### config.mk
export PLATFORM = sky130hd
export DESIGN_NAME = chirp_mixer_flat
export DESIGN_NICKNAME = d
export VERILOG_FILES = /design/src/rtl/chirp_mixer_if.sv /design/src/rtl/chirp_mixer.sv /design/src/flat_wrapper.sv
export SDC_FILE = /design/constraint.sdc
export NUM_CORES = 2
export LEC_CHECK = 0
export CAP_MARGIN = 20
export CORE_MARGIN = 2
export CORE_UTILIZATION = 50
export CTS_BUF_LIST = sky130_fd_sc_hd__clkbuf_2
export CTS_CLUSTER_DIAMETER = 80
export DETAILED_ROUTE_END_ITERATION = 7
export PLACE_DENSITY = 0.66
export SYNTH_ARGS = -nofsm -noshare
export SYNTH_HDL_FRONTEND = slang
export SYNTH_SLANG_ARGS = --single-unit
### constraint.sdc
create_clock -name clk -period 10.5 [get_ports clk]
set_clock_uncertainty 0.05 [all_clocks]
set_input_delay 1.05 -clock clk [delete_from_list [all_inputs] [get_ports clk]]
set_output_delay 1.05 -clock clk [all_outputs]
set_load 0.01 [all_outputs]
### src/rtl/chirp_mixer_if.sv
// Stream bundle for chirp_mixer: complex audio in, complex chirp/LO in, real mixed audio out.
// The slave modport is the mixer's view; master is the view of whatever drives and drains it.
interface chirp_mixer_if #(
    parameter int G_DIN_WIDTH  = 24,
    parameter int G_LO_WIDTH   = 24,
    parameter int G_DOUT_WIDTH = 24
);
    logic signed [G_DIN_WIDTH-1:0]  audio_re;
    logic signed [G_DIN_WIDTH-1:0]  audio_im;
    logic                           audio_valid;
    logic                           audio_ready;
    logic signed [G_LO_WIDTH-1:0]   lo_re;
    logic signed [G_LO_WIDTH-1:0]   lo_im;
    logic                           lo_valid;
    logic                           lo_ready;
    logic signed [G_DOUT_WIDTH-1:0] dout;
    logic                           dout_valid;
    logic                           dout_ready;
    logic                           sat_flag;

    modport slave (
        input  audio_re, audio_im, audio_valid,
        output audio_ready,
        input  lo_re, lo_im, lo_valid,
        output lo_ready,
        output dout, dout_valid,
        input  dout_ready,
        output sat_flag
    );

    modport master (
        output audio_re, audio_im, audio_valid,
        input  audio_ready,
        output lo_re, lo_im, lo_valid,
        input  lo_ready,
        input  dout, dout_valid,
        output dout_ready,
        input  sat_flag
    );
endinterface

### src/rtl/chirp_mixer.sv
// Vibrato mixer: real part of (audio * chirp), rounded half-up and saturated to output width.
// Three-stage pipeline that moves as a whole on 'advance'; both input streams join on one edge.
module chirp_mixer #(
    parameter int G_DIN_WIDTH  = 24,
    parameter int G_LO_WIDTH   = 24,
    parameter int G_DOUT_WIDTH = 24
) (
    input  logic        clk,
    input  logic        reset,
    input  logic        enable,
    chirp_mixer_if.slave bus
);
    localparam int PW = G_DIN_WIDTH + G_LO_WIDTH;
    localparam int SW = PW + 1;

    localparam logic signed [SW-1:0] RND_BIAS = SW'(1) << (G_LO_WIDTH - 2);
    localparam logic signed [SW-1:0] OUT_MAX  = {{(SW-G_DOUT_WIDTH+1){1'b0}}, {(G_DOUT_WIDTH-1){1'b1}}};
    localparam logic signed [SW-1:0] OUT_MIN  = {{(SW-G_DOUT_WIDTH+1){1'b1}}, {(G_DOUT_WIDTH-1){1'b0}}};

    logic advance;
    logic fire;

    logic signed [G_DIN_WIDTH-1:0]  s1_are, s1_aim;
    logic signed [G_LO_WIDTH-1:0]   s1_lre, s1_lim;
    logic                           s1_valid;
    logic signed [PW-1:0]           s2_prr, s2_pii;
    logic                           s2_valid;
    logic signed [G_DOUT_WIDTH-1:0] dout_r;
    logic                           dout_valid_r;
    logic                           sat_r;

    logic signed [SW-1:0]           sum, rnd, q;
    logic signed [G_DOUT_WIDTH-1:0] result;
    logic                           clip;

    // Holding reset or dropping enable freezes intake so nothing is consumed while clearing.
    assign advance         = enable & ~reset & (~dout_valid_r | bus.dout_ready);
    assign fire            = bus.audio_valid & bus.lo_valid & advance;
    assign bus.audio_ready = bus.lo_valid & advance;
    assign bus.lo_ready    = bus.audio_valid & advance;
    assign bus.dout        = dout_r;
    assign bus.dout_valid  = dout_valid_r;
    assign bus.sat_flag    = sat_r;

    always_comb begin
        sum    = $signed({s2_prr[PW-1], s2_prr}) - $signed({s2_pii[PW-1], s2_pii});
        rnd    = sum + RND_BIAS;
        q      = rnd >>> (G_LO_WIDTH - 1);
        clip   = 1'b0;
        result = q[G_DOUT_WIDTH-1:0];
        if (q > OUT_MAX) begin
            clip   = 1'b1;
            result = OUT_MAX[G_DOUT_WIDTH-1:0];
        end else if (q < OUT_MIN) begin
            clip   = 1'b1;
            result = OUT_MIN[G_DOUT_WIDTH-1:0];
        end
    end

    always_ff @(posedge clk) begin
        if (reset || !enable) begin
            s1_valid     <= 1'b0;
            s2_valid     <= 1'b0;
            dout_valid_r <= 1'b0;
            dout_r       <= '0;
            sat_r        <= 1'b0;
        end else if (advance) begin
            s1_are       <= bus.audio_re;
            s1_aim       <= bus.audio_im;
            s1_lre       <= bus.lo_re;
            s1_lim       <= bus.lo_im;
            s1_valid     <= fire;
            s2_prr       <= s1_are * s1_lre;
            s2_pii       <= s1_aim * s1_lim;
            s2_valid     <= s1_valid;
            dout_r       <= result;
            dout_valid_r <= s2_valid;
            if (s2_valid && clip)
                sat_r <= 1'b1;
        end
    end
endmodule

### src/flat_wrapper.sv
// flat-port wrapper written by rule: the top's interface ports become plain ports
module chirp_mixer_flat 
#(
    parameter int G_DIN_WIDTH  = 24,
    parameter int G_LO_WIDTH   = 24,
    parameter int G_DOUT_WIDTH = 24
)
  (clk, reset, enable, bus_audio_re, bus_audio_im, bus_audio_valid, bus_audio_ready, bus_lo_re, bus_lo_im, bus_lo_valid, bus_lo_ready, bus_dout, bus_dout_valid, bus_dout_ready, bus_sat_flag);
  chirp_mixer_if #(.G_DIN_WIDTH(G_DIN_WIDTH), .G_LO_WIDTH(G_LO_WIDTH), .G_DOUT_WIDTH(G_DOUT_WIDTH)) bus_i ();
  input  logic clk;
  input  logic reset;
  input  logic enable;
  input wire logic [$bits(bus_i.audio_re)-1:0] bus_audio_re;
  input wire logic [$bits(bus_i.audio_im)-1:0] bus_audio_im;
  input wire logic [$bits(bus_i.audio_valid)-1:0] bus_audio_valid;
  output wire logic [$bits(bus_i.audio_ready)-1:0] bus_audio_ready;
  input wire logic [$bits(bus_i.lo_re)-1:0] bus_lo_re;
  input wire logic [$bits(bus_i.lo_im)-1:0] bus_lo_im;
  input wire logic [$bits(bus_i.lo_valid)-1:0] bus_lo_valid;
  output wire logic [$bits(bus_i.lo_ready)-1:0] bus_lo_ready;
  output wire logic [$bits(bus_i.dout)-1:0] bus_dout;
  output wire logic [$bits(bus_i.dout_valid)-1:0] bus_dout_valid;
  input wire logic [$bits(bus_i.dout_ready)-1:0] bus_dout_ready;
  output wire logic [$bits(bus_i.sat_flag)-1:0] bus_sat_flag;
  assign bus_i.audio_re = bus_audio_re;
  assign bus_i.audio_im = bus_audio_im;
  assign bus_i.audio_valid = bus_audio_valid;
  assign bus_audio_ready = bus_i.audio_ready;
  assign bus_i.lo_re = bus_lo_re;
  assign bus_i.lo_im = bus_lo_im;
  assign bus_i.lo_valid = bus_lo_valid;
  assign bus_lo_ready = bus_i.lo_ready;
  assign bus_dout = bus_i.dout;
  assign bus_dout_valid = bus_i.dout_valid;
  assign bus_i.dout_ready = bus_dout_ready;
  assign bus_sat_flag = bus_i.sat_flag;
  chirp_mixer #(.G_DIN_WIDTH(G_DIN_WIDTH), .G_LO_WIDTH(G_LO_WIDTH), .G_DOUT_WIDTH(G_DOUT_WIDTH)) u_core (.clk(clk), .reset(reset), .enable(enable), .bus(bus_i));
endmodule
Yosys cells after proc, flatten, opt, wreduce, memory -nomap -nowiden
Cells that the tools add are included.
{"block": "classes", "mux": 4, "order_cmp": 2, "reduce_logical": 5, "mul": 2, "n_addsub": 2, "n_bitwise": 10}
{"op": "multiplier 24 x 24 -> 48 bit", "count": 2}
{"op": "adder 49 x 24 -> 49 bit, second input constant", "count": 1}
{"op": "subtractor 48 x 48 -> 49 bit", "count": 1}
{"op": "two-way mux 24 bit", "count": 2}
{"op": "greater-than comparator 26 x 24 -> 1 bit, second input constant", "count": 1}
{"op": "less-than comparator 26 x 24 -> 1 bit, second input constant", "count": 1}
{"op": "AND 1 bit", "count": 6}
{"op": "AND reduction 2 bit", "count": 2}
{"op": "inverter 1 bit", "count": 3}
{"op": "two-way mux 1 bit", "count": 2}
{"op": "logical AND 1 bit", "count": 1}
{"op": "logical NOT 1 bit", "count": 1}
{"op": "logical OR 1 bit", "count": 1}
{"op": "bitwise OR 1 bit", "count": 1}
{"block": "totals", "out_inout_bits": 28, "reg_bits": 220, "wordCells": 36}

Depth between registers and ports, before layout
{"block": "logic_depth", "word_depth": 7, "ltp_mapped": 28}

Worst setup path after synthesis
Ideal clock, no wire load.
{"block": "synth_path", "path_type": "reg-to-reg", "start": "register u_core.s1_aim[23]", "end": "register u_core.s2_pii[45], data pin", "synth_period_minus_slack_ns": 7.268, "setup_slack_ns": 3.232, "arrival_time_ns": 6.960, "t_required_ns": 10.192, "path_stages_with_launch": 26, "n_path_buf": 1, "setup_time_ns": 0.258, "cell_sequence": "edfxtp_1 > clkbuf_1 > nand2_1 > inv_1 > fa_1 > fa_1 > inv_1 > fa_1 > inv_1 > fa_1 > fa_1 > fa_1 > inv_1 > fa_1 > inv_1 > ha_1 > a21oi_1 > nor2_1 > a211oi_1 > o21ai_1 > a221o_1 > a221o_1 > a21o_1 > a21o_1 > a21oi_1 > xnor2_1"}
{"block": "synth_via", "elab_chain_cells": 1}
{"element": "start, declared", "line": "chirp_mixer.sv:23", "source": "logic signed [G_DIN_WIDTH-1:0] s1_are, s1_aim;"}
{"element": "start signal, assigned", "line": "chirp_mixer.sv:69", "source": "s1_aim <= bus.audio_im;"}
{"element": "multiplier 24 x 24 -> 48 bit", "line": "chirp_mixer.sv:74", "source": "s2_pii <= s1_aim * s1_lim;"}
{"element": "end signal, assigned", "line": "chirp_mixer.sv:74"}
{"element": "end, declared", "line": "chirp_mixer.sv:26", "source": "logic signed [PW-1:0] s2_prr, s2_pii;"}
Every way passes these cells.
A chain may end at the register's enable or synchronous reset.

Worst setup path after layout
{"block": "layout_path", "start": "register u_core.s1_lre[23]", "end": "register u_core.s2_prr[46], data pin"}
{"block": "layout_via", "elab_chain_cells": 1}
{"element": "start, declared", "line": "chirp_mixer.sv:24", "source": "logic signed [G_LO_WIDTH-1:0] s1_lre, s1_lim;"}
{"element": "start signal, assigned", "line": "chirp_mixer.sv:70", "source": "s1_lre <= bus.lo_re;"}
{"element": "multiplier 24 x 24 -> 48 bit", "line": "chirp_mixer.sv:73", "source": "s2_prr <= s1_are * s1_lre;"}
{"element": "end signal, assigned", "line": "chirp_mixer.sv:73"}
{"element": "end, declared", "line": "chirp_mixer.sv:26"}
Every way passes these cells.

==> qor.yml <==
cts:
  clkLatencyLatePin_ns: 1.16
  max-clock-path-buffers: 3
  ctsRootBufferMaster: "clkbuf_2"
  clk_pin_slew_ns: 0.11
  post_cts_resized: 0
  post_cts_buffers: 0
  cts.sinks: 220
  tritoncts: "yes"
  cts_hold_buf: 0
  h-tree-depth: 3
  cts_buffers: 70
placed_design:
  hpwl_um: 99300
  gp_congestion: 0.904
  portBuffers: 129
route:
  avgViaCountPerCell: 5.29
  drc_errors: 0
  ant_nets: 0
  initialDrtViolationCount: 2194
  first_pass_iters: 5
  post_drt_wl_per_cell_um: 18.3
  vias: 35600
  routed_wl_um: 123000
worst_setup_path:
  cp.required_ns: 11.30
  worstPathArrival_ns: 9.37
  r2r_end: "u_core.s2_prr[46]"
  crit_start: "u_core.s1_lre[23]"
  critical_path_class: "flop to flop"
  cp_slowest_cell: "o41ai_1"
  crit_top_cell: "fa_1"
  crit_chain: "clkinv_1 -> nor2_1 -> fa_1 -> fa_1 -> fa_1 -> fa_1 -> fa_1 -> fa_1 -> inv_1 -> fa_1 -> inv_1 -> ha_1 -> nand2_1 -> nor4_1 -> and3_1 -> a22oi_1 -> o41ai_1 -> o221ai_1 -> o21a_1 -> o21ai_1 -> a21oi_1 -> xnor2_1"
  end_kind: "flop"
  timing.rr.start: "u_core.s1_lre[23]"
  worstPathMaxFanout: 18
  endpoint: "u_core.s2_prr[46]"
  rrSetupSlack_ns: 1.92
  start_kind: "flop"
  slowest_delay_ns: 0.85
  r2r_cells: 22
timing:
  grt_setup_unrepaired: "false"
  finalSetupTns_ns: 0
  setup_violations: 0
  fmax_mhz: 117
  slew-limit-headroom: 0.231
  period_minus_slack_ns: 8.58
  period_share: 0.817
  hold_viol: 0
  tightest_slew_ns: 1.15
  finalMaxSlewViolations: 0
grt:
  first_global_vias: 38700
  track_usage: 0.245
  antenna_found_initial: 3
  grt_max_degree: 94
  grt_overflow: 0
  grt_first_pass_wirelength_um: 205000
yosys:
  yosys-top-cells-area: "fa_1 (47%), edfxtp_1 (11%), inv_1 (9.0%)"
  yosys.area.top_type: "fa_1"
  yosysTopAreaCellShare: 0.469
  ys_seq_area_frac: 0.122
  ys_async_sr_fraction: 0
  syn_nets: 6955
  ys_seq_elements: 220
  synth_cell_types: 84
  yosysMostFrequentCell: "inv_1"
  syn_area_um2: 51900
  synth_cells: 5278
  synth_edf_count: 192
  ys_warn_count: 0
  synth_common_cells: "inv_1 (1,249), fa_1 (1,214), nand2_1 (652)"
  synth_ff_type: "edfxtp_1"
  synth_area_per_cell_um2: 9.83
floorplan:
  die_h_um: 326
  die_x_um: 326
  io_pins: 130
  initial_core_util: 0.503
  core_area_um2: 103000
  die-area_um2: 106000
  core.rowCount: 118
final_layout:
  area_growth_pct: 6.06
  drive_above_1_share: 0.0317
  multi_input_area_um2: 40100
  final_nets: 6977
  seq_area_um2: 6330
  nFillCells: 9320
worst_hold_path:
  hp-class: "input port to flop"
  whs_path_depth: 1
status:
  outcome: "finished, final reports clean"
flow_run:
  max-cap-violations: 0
==> sequential cells by signal, summed over array words and instances, names as in the netlist <==
signal and flops:
u_core.s2_pii 48, u_core.s2_prr 48, u_core.bus.dout 24, u_core.s1_aim 24, u_core.s1_are 24, u_core.s1_lim 24, u_core.s1_lre 24, u_core.bus.dout_valid 1
u_core.bus.sat_flag 1, u_core.s1_valid 1, u_core.s2_valid 1
==> stage by stage <==
step	setup WS [ns]	area, um^2	cells	util	hold WS, ns
global route	1.48	55000	6737	0.533	0.295
floorplan	3.23	51900	5278	-	0.382
detailed placement	2.17	54300	6607	0.526	0.405
global placement	2.43	54300	6606	0.526	0.395
finish	1.92	55000	6737	0.533	0.391
CTS	2.02	55000	6735	0.533	0.209
==> cell type report <==
type	instances	area share
clock inverters	27	0.00296
well taps	1380	0.0314
clock buffers	101	0.00919
flip-flops and latches	220	0.115
inverters	1252	0.0856
multi-input cells	3597	0.728
repair buffers	159	0.0278
diodes	1	0.0000455
==> cell usage in the layout, fill, tap and decap left out, drive strengths merged, types with 5 or more instances in the layout <==
| cell type | instances |
|---|---|
| inv | 1253 |
| fa | 1214 |
| nand2 | 652 |
| and2 | 552 |
| ha | 361 |
| edfxtp | 192 |
| a21oi | 148 |
| clkdlybuf4s50 | 129 |
| clkbuf | 101 |
| xnor2 | 97 |
| nor2 | 96 |
| o21ai | 94 |
| a21o | 61 |
| nand3 | 35 |
| xor2 | 32 |
| o21bai | 30 |
| buf | 30 |
| dfxtp | 28 |
| clkinv | 24 |
| nand2b | 23 |
| a211oi | 18 |
| and3 | 14 |
| o21a | 13 |
| nor2b | 12 |
| o211ai | 10 |
| nand4 | 10 |
| a31oi | 10 |
| nor3 | 9 |
| a31o | 7 |
| o31ai | 6 |
| and4 | 6 |
| o22ai | 6 |
| nor4 | 5 |
| or3 | 5 |
| a221o | 5 |
| a41oi | 5 |
==> cell families (layout without fill, tap and decap cells) <==
| kind of cell | count (synthesis) | count (layout) | synth area share |
|---|---|---|---|
| and+or+nand+nor | 1434 | 1434 | 0.136 |
| xor gates and xnor gates | 129 | 129 | 0.0219 |
| AOI/OAI and AO/OA | 457 | 457 | 0.0576 |
| other | 0 | 1 | 0 |
| buffers and inverters | 1461 | 1539 | 0.106 |
| DFF | 220 | 220 | 0.122 |
| muxes | 2 | 2 | 0.000410 |
| adders and majority gates | 1575 | 1575 | 0.556 |
==> how the worst min path moves through the flow <==
stage | endpoint | from | slack (ns)
4_1_cts | u_core.s1_lre[17] | bus_lo_re[17] | 0.21
6_report | u_core.s1_lre[18] | bus_lo_re[18] | 0.39
3_3_place_gp | u_core.s1_valid | u_core.s1_valid | 0.39
5_1_grt | u_core.s1_lre[17] | bus_lo_re[17] | 0.29
3_5_place_dp | u_core.s1_valid | u_core.s1_valid | 0.41
2_1_floorplan | u_core.s1_valid | u_core.s1_valid | 0.38
==> worst max-delay path, delay by kind of cell, from the launching register on <==
family          cells  cell delay (ns)
fa+ha+maj           8             3.74
compound gates      6             1.84
simple gates        4             1.02
buf+inv             3             0.76
flops               1             0.71
xor+xnor            1             0.13
==> routing by layer <==
| layer | share of wire | GRT usage | vias up |
|---|---|---|---|
| met3 | 0.057 | 0.0346 | 238 |
| met4 | 0.037 | 0.0925 | 6 |
| met5 | 0.00032 | 0 | - |
| met2 | 0.49 | 0.410 | 995 |
| met1 | 0.41 | 0.326 | 18600 |
| li1 | - | - | 15800 |
Power is left out: the tool's default activity adds up to more than one toggle a clock period on the data nets, which glitch-free logic cannot reach.
